===== src/rtl/freg_wb_scheduler_if.sv =====
// ============================================================================
// freg_wb_scheduler_if
// Bundles the pipeline WB, FP-unit writeback, issue, decode and register-file
// write-port signals of the FP write-port scheduler.
// Revision: 1.0
// ============================================================================
`default_nettype none

interface freg_wb_scheduler_if;
   logic        pipe_wb_en;
   logic [4:0]  pipe_rd;
   logic [31:0] pipe_wb_data;
   logic        fpu_wb_valid;
   logic [4:0]  fpu_wb_rd;
   logic [31:0] fpu_wb_data;
   logic        fpu_wb_ready;
   logic        iss_en;
   logic [4:0]  iss_rd;
   logic        dec_valid;
   logic [4:0]  dec_rs1;
   logic [4:0]  dec_rs2;
   logic [4:0]  dec_rd;
   logic        hazard_stall;
   logic        force_stall;
   logic        rf_wb_en;
   logic [4:0]  rf_rd;
   logic [31:0] rf_wb_data;
`ifdef FREG_CONFLICT_CNT_EN
   logic [15:0] conflict_cnt;
`endif

   modport master (
      output pipe_wb_en, pipe_rd, pipe_wb_data,
      output fpu_wb_valid, fpu_wb_rd, fpu_wb_data,
      input  fpu_wb_ready,
      output iss_en, iss_rd,
      output dec_valid, dec_rs1, dec_rs2, dec_rd,
      input  hazard_stall, force_stall,
`ifdef FREG_CONFLICT_CNT_EN
      input  conflict_cnt,
`endif
      input  rf_wb_en, rf_rd, rf_wb_data
   );

   modport slave (
      input  pipe_wb_en, pipe_rd, pipe_wb_data,
      input  fpu_wb_valid, fpu_wb_rd, fpu_wb_data,
      output fpu_wb_ready,
      input  iss_en, iss_rd,
      input  dec_valid, dec_rs1, dec_rs2, dec_rd,
      output hazard_stall, force_stall,
`ifdef FREG_CONFLICT_CNT_EN
      output conflict_cnt,
`endif
      output rf_wb_en, rf_rd, rf_wb_data
   );
endinterface

`default_nettype wire


===== src/rtl/freg_wb_scheduler.sv =====
// ============================================================================
// freg_wb_scheduler
// Shares the FP register-file write port between the WB stage and the
// long-latency FP unit; tracks busy registers and forces anti-starvation
// freezes. Optional macro FREG_CONFLICT_CNT_EN adds a blocked-cycle counter.
// Revision: 1.0
// ============================================================================
`default_nettype none

module freg_wb_scheduler #(
   parameter int MAX_WAIT = 4,
   parameter int NREG     = 32
) (
   input  wire logic           clk,
   input  wire logic           rst,
   freg_wb_scheduler_if.slave  bus
);

   localparam logic [1:0] c_IDLE  = 2'd0;
   localparam logic [1:0] c_WAIT  = 2'd1;
   localparam logic [1:0] c_FORCE = 2'd2;
   localparam logic [3:0] c_MAX_WAIT = 4'(MAX_WAIT);

   logic [1:0]      r_state;
   logic [1:0]      w_state_nxt;
   logic [3:0]      r_wait_cnt;
   logic [3:0]      w_wait_cnt_nxt;
   logic            r_force_stall;
   logic [NREG-1:0] r_busy;
   logic [NREG-1:0] w_busy_nxt;

   logic w_in_force;
   logic w_fpu_grant;
   logic w_pipe_grant;
   logic w_blocked;

   assign w_in_force   = (r_state == c_FORCE);
   // A pending FP result is dropped while reset is held.
   assign w_fpu_grant  = !rst && bus.fpu_wb_valid && (w_in_force || !bus.pipe_wb_en);
   assign w_pipe_grant = !w_in_force && bus.pipe_wb_en;
   assign w_blocked    = bus.fpu_wb_valid && !w_fpu_grant;

   assign bus.fpu_wb_ready = w_fpu_grant;
   assign bus.rf_wb_en     = w_fpu_grant || w_pipe_grant;
   assign bus.rf_rd        = w_fpu_grant ? bus.fpu_wb_rd   : bus.pipe_rd;
   assign bus.rf_wb_data   = w_fpu_grant ? bus.fpu_wb_data : bus.pipe_wb_data;
   assign bus.force_stall  = r_force_stall;

   assign bus.hazard_stall = bus.dec_valid &&
                             (r_busy[bus.dec_rs1] || r_busy[bus.dec_rs2] || r_busy[bus.dec_rd]);

   always_comb begin
      w_state_nxt    = r_state;
      w_wait_cnt_nxt = r_wait_cnt;
      if (w_in_force) begin
         w_state_nxt    = c_IDLE;
         w_wait_cnt_nxt = 4'd0;
      end else if (w_fpu_grant) begin
         w_state_nxt    = c_IDLE;
         w_wait_cnt_nxt = 4'd0;
      end else if (w_blocked) begin
         w_wait_cnt_nxt = r_wait_cnt + 4'd1;
         w_state_nxt    = (w_wait_cnt_nxt >= c_MAX_WAIT) ? c_FORCE : c_WAIT;
      end
   end

   // Set is applied after clear so a same-cycle reissue keeps the bit busy.
   always_comb begin
      w_busy_nxt = r_busy;
      if (w_fpu_grant) begin
         w_busy_nxt[bus.fpu_wb_rd] = 1'b0;
      end
      if (bus.iss_en) begin
         w_busy_nxt[bus.iss_rd] = 1'b1;
      end
   end

   always_ff @(posedge clk) begin
      if (rst) begin
         r_state       <= c_IDLE;
         r_wait_cnt    <= 4'd0;
         r_force_stall <= 1'b0;
         r_busy        <= '0;
      end else begin
         r_state       <= w_state_nxt;
         r_wait_cnt    <= w_wait_cnt_nxt;
         r_force_stall <= (w_state_nxt == c_FORCE);
         r_busy        <= w_busy_nxt;
      end
   end

`ifdef FREG_CONFLICT_CNT_EN
   logic [15:0] r_conflict_cnt;

   always_ff @(posedge clk) begin
      if (rst) begin
         r_conflict_cnt <= 16'd0;
      end else if (w_blocked && (r_conflict_cnt != 16'hFFFF)) begin
         r_conflict_cnt <= r_conflict_cnt + 16'd1;
      end
   end

   assign bus.conflict_cnt = r_conflict_cnt;
`endif

endmodule

`default_nettype wire


===== src/flat_wrapper.sv =====
// flat-port wrapper written by rule: the top's interface ports become plain ports
module freg_wb_scheduler_flat 
#(
   parameter int MAX_WAIT = 4,
   parameter int NREG     = 32
)
  (clk, rst, bus_pipe_wb_en, bus_pipe_rd, bus_pipe_wb_data, bus_fpu_wb_valid, bus_fpu_wb_rd, bus_fpu_wb_data, bus_fpu_wb_ready, bus_iss_en, bus_iss_rd, bus_dec_valid, bus_dec_rs1, bus_dec_rs2, bus_dec_rd, bus_hazard_stall, bus_force_stall, bus_rf_wb_en, bus_rf_rd, bus_rf_wb_data);
  freg_wb_scheduler_if bus_i ();
  input  wire logic clk;
  input  wire logic rst;
  input wire logic [$bits(bus_i.pipe_wb_en)-1:0] bus_pipe_wb_en;
  input wire logic [$bits(bus_i.pipe_rd)-1:0] bus_pipe_rd;
  input wire logic [$bits(bus_i.pipe_wb_data)-1:0] bus_pipe_wb_data;
  input wire logic [$bits(bus_i.fpu_wb_valid)-1:0] bus_fpu_wb_valid;
  input wire logic [$bits(bus_i.fpu_wb_rd)-1:0] bus_fpu_wb_rd;
  input wire logic [$bits(bus_i.fpu_wb_data)-1:0] bus_fpu_wb_data;
  output wire logic [$bits(bus_i.fpu_wb_ready)-1:0] bus_fpu_wb_ready;
  input wire logic [$bits(bus_i.iss_en)-1:0] bus_iss_en;
  input wire logic [$bits(bus_i.iss_rd)-1:0] bus_iss_rd;
  input wire logic [$bits(bus_i.dec_valid)-1:0] bus_dec_valid;
  input wire logic [$bits(bus_i.dec_rs1)-1:0] bus_dec_rs1;
  input wire logic [$bits(bus_i.dec_rs2)-1:0] bus_dec_rs2;
  input wire logic [$bits(bus_i.dec_rd)-1:0] bus_dec_rd;
  output wire logic [$bits(bus_i.hazard_stall)-1:0] bus_hazard_stall;
  output wire logic [$bits(bus_i.force_stall)-1:0] bus_force_stall;
  output wire logic [$bits(bus_i.rf_wb_en)-1:0] bus_rf_wb_en;
  output wire logic [$bits(bus_i.rf_rd)-1:0] bus_rf_rd;
  output wire logic [$bits(bus_i.rf_wb_data)-1:0] bus_rf_wb_data;
  assign bus_i.pipe_wb_en = bus_pipe_wb_en;
  assign bus_i.pipe_rd = bus_pipe_rd;
  assign bus_i.pipe_wb_data = bus_pipe_wb_data;
  assign bus_i.fpu_wb_valid = bus_fpu_wb_valid;
  assign bus_i.fpu_wb_rd = bus_fpu_wb_rd;
  assign bus_i.fpu_wb_data = bus_fpu_wb_data;
  assign bus_fpu_wb_ready = bus_i.fpu_wb_ready;
  assign bus_i.iss_en = bus_iss_en;
  assign bus_i.iss_rd = bus_iss_rd;
  assign bus_i.dec_valid = bus_dec_valid;
  assign bus_i.dec_rs1 = bus_dec_rs1;
  assign bus_i.dec_rs2 = bus_dec_rs2;
  assign bus_i.dec_rd = bus_dec_rd;
  assign bus_hazard_stall = bus_i.hazard_stall;
  assign bus_force_stall = bus_i.force_stall;
  assign bus_rf_wb_en = bus_i.rf_wb_en;
  assign bus_rf_rd = bus_i.rf_rd;
  assign bus_rf_wb_data = bus_i.rf_wb_data;
  freg_wb_scheduler #(.MAX_WAIT(MAX_WAIT), .NREG(NREG)) u_core (.clk(clk), .rst(rst), .bus(bus_i));
endmodule

===== config.mk =====
export PLATFORM = sky130hd
export DESIGN_NAME = freg_wb_scheduler_flat
export DESIGN_NICKNAME = d
export VERILOG_FILES = /design/src/rtl/freg_wb_scheduler_if.sv /design/src/rtl/freg_wb_scheduler.sv /design/src/flat_wrapper.sv
export SDC_FILE = /design/constraint.sdc
export NUM_CORES = 1
export LEC_CHECK = 0
export CAP_MARGIN = 40
export CORE_UTILIZATION = 28
export DETAILED_ROUTE_END_ITERATION = 7
export PLACE_DENSITY = 0.55
export SLEW_MARGIN = 20
export SYNTH_ARGS = -nofsm -noshare
export SYNTH_HDL_FRONTEND = slang
export SYNTH_SLANG_ARGS = --single-unit

===== constraint.sdc =====
create_clock -name clk -period 3 [get_ports clk]
set_input_delay 0.75 -clock clk [delete_from_list [all_inputs] [get_ports clk]]
set_output_delay 0.75 -clock clk [all_outputs]
set_load 0.01 [all_outputs]

==> key figures <==
Detailed routing
  • Per-cell via count in the routed design: 5.18
  • Via Count: 3516
  • Number of DRC violations after detailed-routing iteration 0: 174
  • DRT Pass-1 Iters: 4
  • Average wire per standard cell: 16.3 um
  • Remaining routing DRC violations: 0
  • Count of nets left with antenna violations after detail routing: 0
  • Post-Route WL: 11100 um

Worst setup path
  • Type of element launching the critical path: input port
  • Data arrival, critical path: 2.27 ns
  • CP startpoint: bus_dec_rd[1]
  • CP Max Fanout: 5
  • Data required time of the critical path: 2.25 ns
  • End point of the critical path: bus_hazard_stall
  • Capturing point of the worst reg2reg path: u_core.r_busy[18]
  • Path type of the worst setup path: in2out
  • Length in cells of the worst reg-to-reg path: 6
  • Critical Path End Type: output port
  • Startpoint of the most critical register-to-register path: u_core.r_state[0]
  • Register-to-register setup slack: 1.20 ns

Place
  • Detailed placer's ending HPWL: 8780 um
  • RD Place Congestion: 0.832
  • Count of input and output buffers: 140
  • Pre-CTS setup slack: -0.794 ns

Timing
  • Slew at the pin closest to its max-slew limit: 0.741 ns
  • Timing-limited maximum frequency: 0.331 GHz
  • Final hold violation count: 0
  • RSZ-0062 raised after global routing: yes
  • Setup skew after layout: 0.00292 ns
  • Final worst-path cycle share: 101%
  • Final count of pins violating max slew: 0
  • Smallest setup slack after layout: -0.0173 ns
  • Max transition margin: 50.4%
  • Final setup violation count: 1
  • Final critical-path required period: 3.02 ns

Logic synthesis
  • Cell count after synthesis: 388
  • Fraction of the mapped netlist area in adder cells: 0.428%
  • Yosys top cell by area: sky130_fd_sc_hd__dfxtp_1
  • Per-instance average area after synthesis: 7.53 um2
  • Post-synthesis instance area: 0.00292 mm2
  • Register bit total from synthesis: 39
  • Synth area leaders: sky130_fd_sc_hd__dfxtp_1 27%, sky130_fd_sc_hd__nand2_1 20%, sky130_fd_sc_hd__mux4_2 18%
  • Share of the yosys chip area belonging to registers: 26.7%
  • Primary flip-flop cell chosen by synthesis mapping: sky130_fd_sc_hd__dfxtp_1
  • Xor/xnor cell area share of the yosys netlist: 0.899%
  • Number of nets in the synthesized netlist: 489
  • Multiplexer share of the synthesized area: 21.7%
  • Share of synthesized registers carrying an async set or reset: 0%
  • Post-synth EDFFs: 0
  • Largest family of logic cells by synthesized area: simple AND/OR/NAND/NOR gates
  • Proportion of netlist area held by the largest area contributor: 26.7%
  • Compound-gate portion of the synthesized area: 13.7%
  • Library cells used by synthesis: 41
  • Synth warnings: 0
  • Simple-gate portion of the synthesized area: 32.2%

Global route
  • Antenna violations before repair: 0
  • First-pass GRT wire length: 17700 um
  • Tot GR Track Use: 20.5%
  • Total grt overflow: 0
  • Via count of the first global-routing pass: 3487
  • Maximum number of pins on one net before global-route repair: 35

Floorplanning
  • Starting utilization of the core area: 29.3%
  • Standard-cell rows: 36
  • Core area: 0.00995 mm2
  • Area of the die: 0.0108 mm2
  • Overall die height: 104 um
  • # IOs: 141
  • Chip width: 104 um

Clocking
  • Number of CTS-inserted buffers: 5
  • Latest clock arrival within the worst-skew pair: 0.29 ns
  • CTS hold repair buffers: 0
  • TritonCTS clock tree: done
  • Number of sinks driven by the clock tree: 39
  • Clock root cell: sky130_fd_sc_hd__clkbuf_8
  • CTS HTree Levels: 2
  • Maximum clock path buffer count: 2
  • Clock slew seen by the registers of the worst setup and hold paths: 0.08 ns

Layout
  • Storage cell area: 781 um2
  • Final net count: 646
  • Ant. Diodes: 0
  • Total area of multi-input combinational cells: 0.00204 mm2
  • Layout cell share with drive strength beyond 1: 17.2%
  • End-of-flow core utilization: 47.8%
  • Fillers: 1017
  • Area grow syn2layout: 62.8%

Run status
  • Status: complete, but fails checks
  • Failing checks: setup timing

Hold path
  • Min-delay worst type: reg2reg
  • Hold Crit Start: u_core.r_wait_cnt[1]

Power
  • Peak supply drop: 0.141 mV
  • Power per standard cell area: 280 mW/mm2
  • Static leakage: 1.97 nW

Run
  • # Max-Cap Violations: 0
metal layers:
layer / global-route usage, % / wire length [um] / vias to the layer above / share of wire (%)
met5: 0 / 0 / - / 0
met4: 6.63 / 231 / 0 / 2.1
met3: 5.58 / 912 / 21 / 8.2
met1: 22.7 / 4370 / 1652 / 39
met2: 37.6 / 5570 / 164 / 50
li1: - / - / 1679 / -
cell type report:
| cell class | instances | share of cell area, % |
|---|---|---|
| repair buffers | 172 | 35.0 |
| clock inverters | 1 | 0.105 |
| flip-flops and latches | 39 | 16.4 |
| well taps | 133 | 3.50 |
| inverters | 4 | 0.421 |
| multi-input cells | 323 | 42.9 |
| clock buffers | 7 | 1.60 |
cells by family after synthesis:
family          Yosys count
simple gates            210
buf+inv                  26
xor+xnor                  3
flops                    39
fa+ha+maj                 1
compound gates           75
mux                      34
what timing repair did:
item	4_1_cts	5_1_grt
setup endpoints to repair	39	13
cloned	1	0
gates resized for setup	84	21
buffers inserted	3	2
pin swaps	3	5
state kept, by name (all words and copies together) (netlist names):
name and cells:
u_core.r_state 2, u_core.bus.force_stall 1, u_core.r_busy 32, u_core.r_wait_cnt 4
worst max-delay path, cell delays in order:
cell	delay, ns
sky130_fd_sc_hd__clkdlybuf4s15_1	0.18
sky130_fd_sc_hd__buf_6	0.12
sky130_fd_sc_hd__buf_12	0.11
sky130_fd_sc_hd__buf_4	0.11
sky130_fd_sc_hd__mux2_2	0.33
sky130_fd_sc_hd__o22ai_2	0.16
sky130_fd_sc_hd__nor4b_2	0.07
sky130_fd_sc_hd__nor3_1	0.19
sky130_fd_sc_hd__a31oi_1	0.10
sky130_fd_sc_hd__buf_2	0.15
report_power, final:
part / leakage [nW] / total [mW] / internal (mW) / switching [mW]
sequential: 0.315 / 0.539 / 0.528 / 0.0114
clock: 0.0422 / 0.344 / 0.163 / 0.181
combinational: 1.61 / 0.451 / 0.254 / 0.197
total: 1.97 / 1.33 / 0.945 / 0.389
cells in the final DEF, fill, tap and decap left out, types with 3 or more instances in the layout:
cell type,n
sky130_fd_sc_hd__nand2b_1,4
sky130_fd_sc_hd__nand4_1,3
sky130_fd_sc_hd__nor3b_1,7
sky130_fd_sc_hd__inv_1,3
sky130_fd_sc_hd__clkdlybuf4s15_1,4
sky130_fd_sc_hd__nor2_1,11
sky130_fd_sc_hd__nand4b_1,4
sky130_fd_sc_hd__mux2i_1,7
sky130_fd_sc_hd__dlymetal6s2s_1,3
sky130_fd_sc_hd__mux2_2,4
sky130_fd_sc_hd__clkbuf_8,5
sky130_fd_sc_hd__a21oi_1,34
sky130_fd_sc_hd__nand3_1,5
sky130_fd_sc_hd__buf_4,21
sky130_fd_sc_hd__buf_6,4
sky130_fd_sc_hd__o21ai_0,24
sky130_fd_sc_hd__nand3b_1,3
sky130_fd_sc_hd__and3_1,4
sky130_fd_sc_hd__dfxtp_1,39
sky130_fd_sc_hd__buf_12,6
sky130_fd_sc_hd__nor3_1,4
sky130_fd_sc_hd__nand2_1,154
sky130_fd_sc_hd__xor2_1,3
sky130_fd_sc_hd__dlygate4sd2_1,26
sky130_fd_sc_hd__mux4_2,23
sky130_fd_sc_hd__o21ai_1,8
sky130_fd_sc_hd__clkbuf_2,12
sky130_fd_sc_hd__clkdlybuf4s50_1,89
sky130_fd_sc_hd__clkdlybuf4s15_2,4
cell usage after synthesis, types with 3 or more instances:
cell type,instances
sky130_fd_sc_hd__a21oi_1,34
sky130_fd_sc_hd__and3_1,4
sky130_fd_sc_hd__buf_2,5
sky130_fd_sc_hd__clkbuf_1,9
sky130_fd_sc_hd__dfxtp_1,39
sky130_fd_sc_hd__inv_1,3
sky130_fd_sc_hd__mux2_2,4
sky130_fd_sc_hd__mux2i_1,7
sky130_fd_sc_hd__mux4_2,23
sky130_fd_sc_hd__nand2_1,154
sky130_fd_sc_hd__nand2b_1,4
sky130_fd_sc_hd__nand3_1,5
sky130_fd_sc_hd__nand3b_1,3
sky130_fd_sc_hd__nand4_1,3
sky130_fd_sc_hd__nand4b_1,4
sky130_fd_sc_hd__nor2_1,12
sky130_fd_sc_hd__nor3_1,4
sky130_fd_sc_hd__nor3b_1,7
sky130_fd_sc_hd__o21ai_0,24
sky130_fd_sc_hd__o21ai_1,8
sky130_fd_sc_hd__xor2_1,3
metrics by stage:
stage / setup TNS (ns) / power (mW) / area (um2) / std cells / hold slack, ns
floorplan: 0 / 0.717 / 2920 / 388 / 0.466
global placement: -11.23 / 1.02 / 4630 / 665 / 0.491
detailed placement: -11.67 / 1.02 / 4630 / 665 / 0.508
CTS: -0.0916 / 1.35 / 4790 / 677 / 0.518
global route: -0.0729 / 1.40 / 4760 / 679 / 0.540
finish: -0.0173 / 1.33 / 4760 / 679 / 0.514
worst min-delay path by stage:
stage | depth (start not counted) | slack [ns] | endpoint
after floorplan | 2 | 0.47 | u_core.r_busy[31]
after global placement | 2 | 0.49 | u_core.r_wait_cnt[1]
after detailed placement | 2 | 0.51 | u_core.r_wait_cnt[1]
after CTS | 2 | 0.52 | u_core.r_wait_cnt[1]
after global routing | 2 | 0.54 | u_core.r_wait_cnt[1]
final | 2 | 0.51 | u_core.r_wait_cnt[1]
Power figures use the tool's default switching activity.
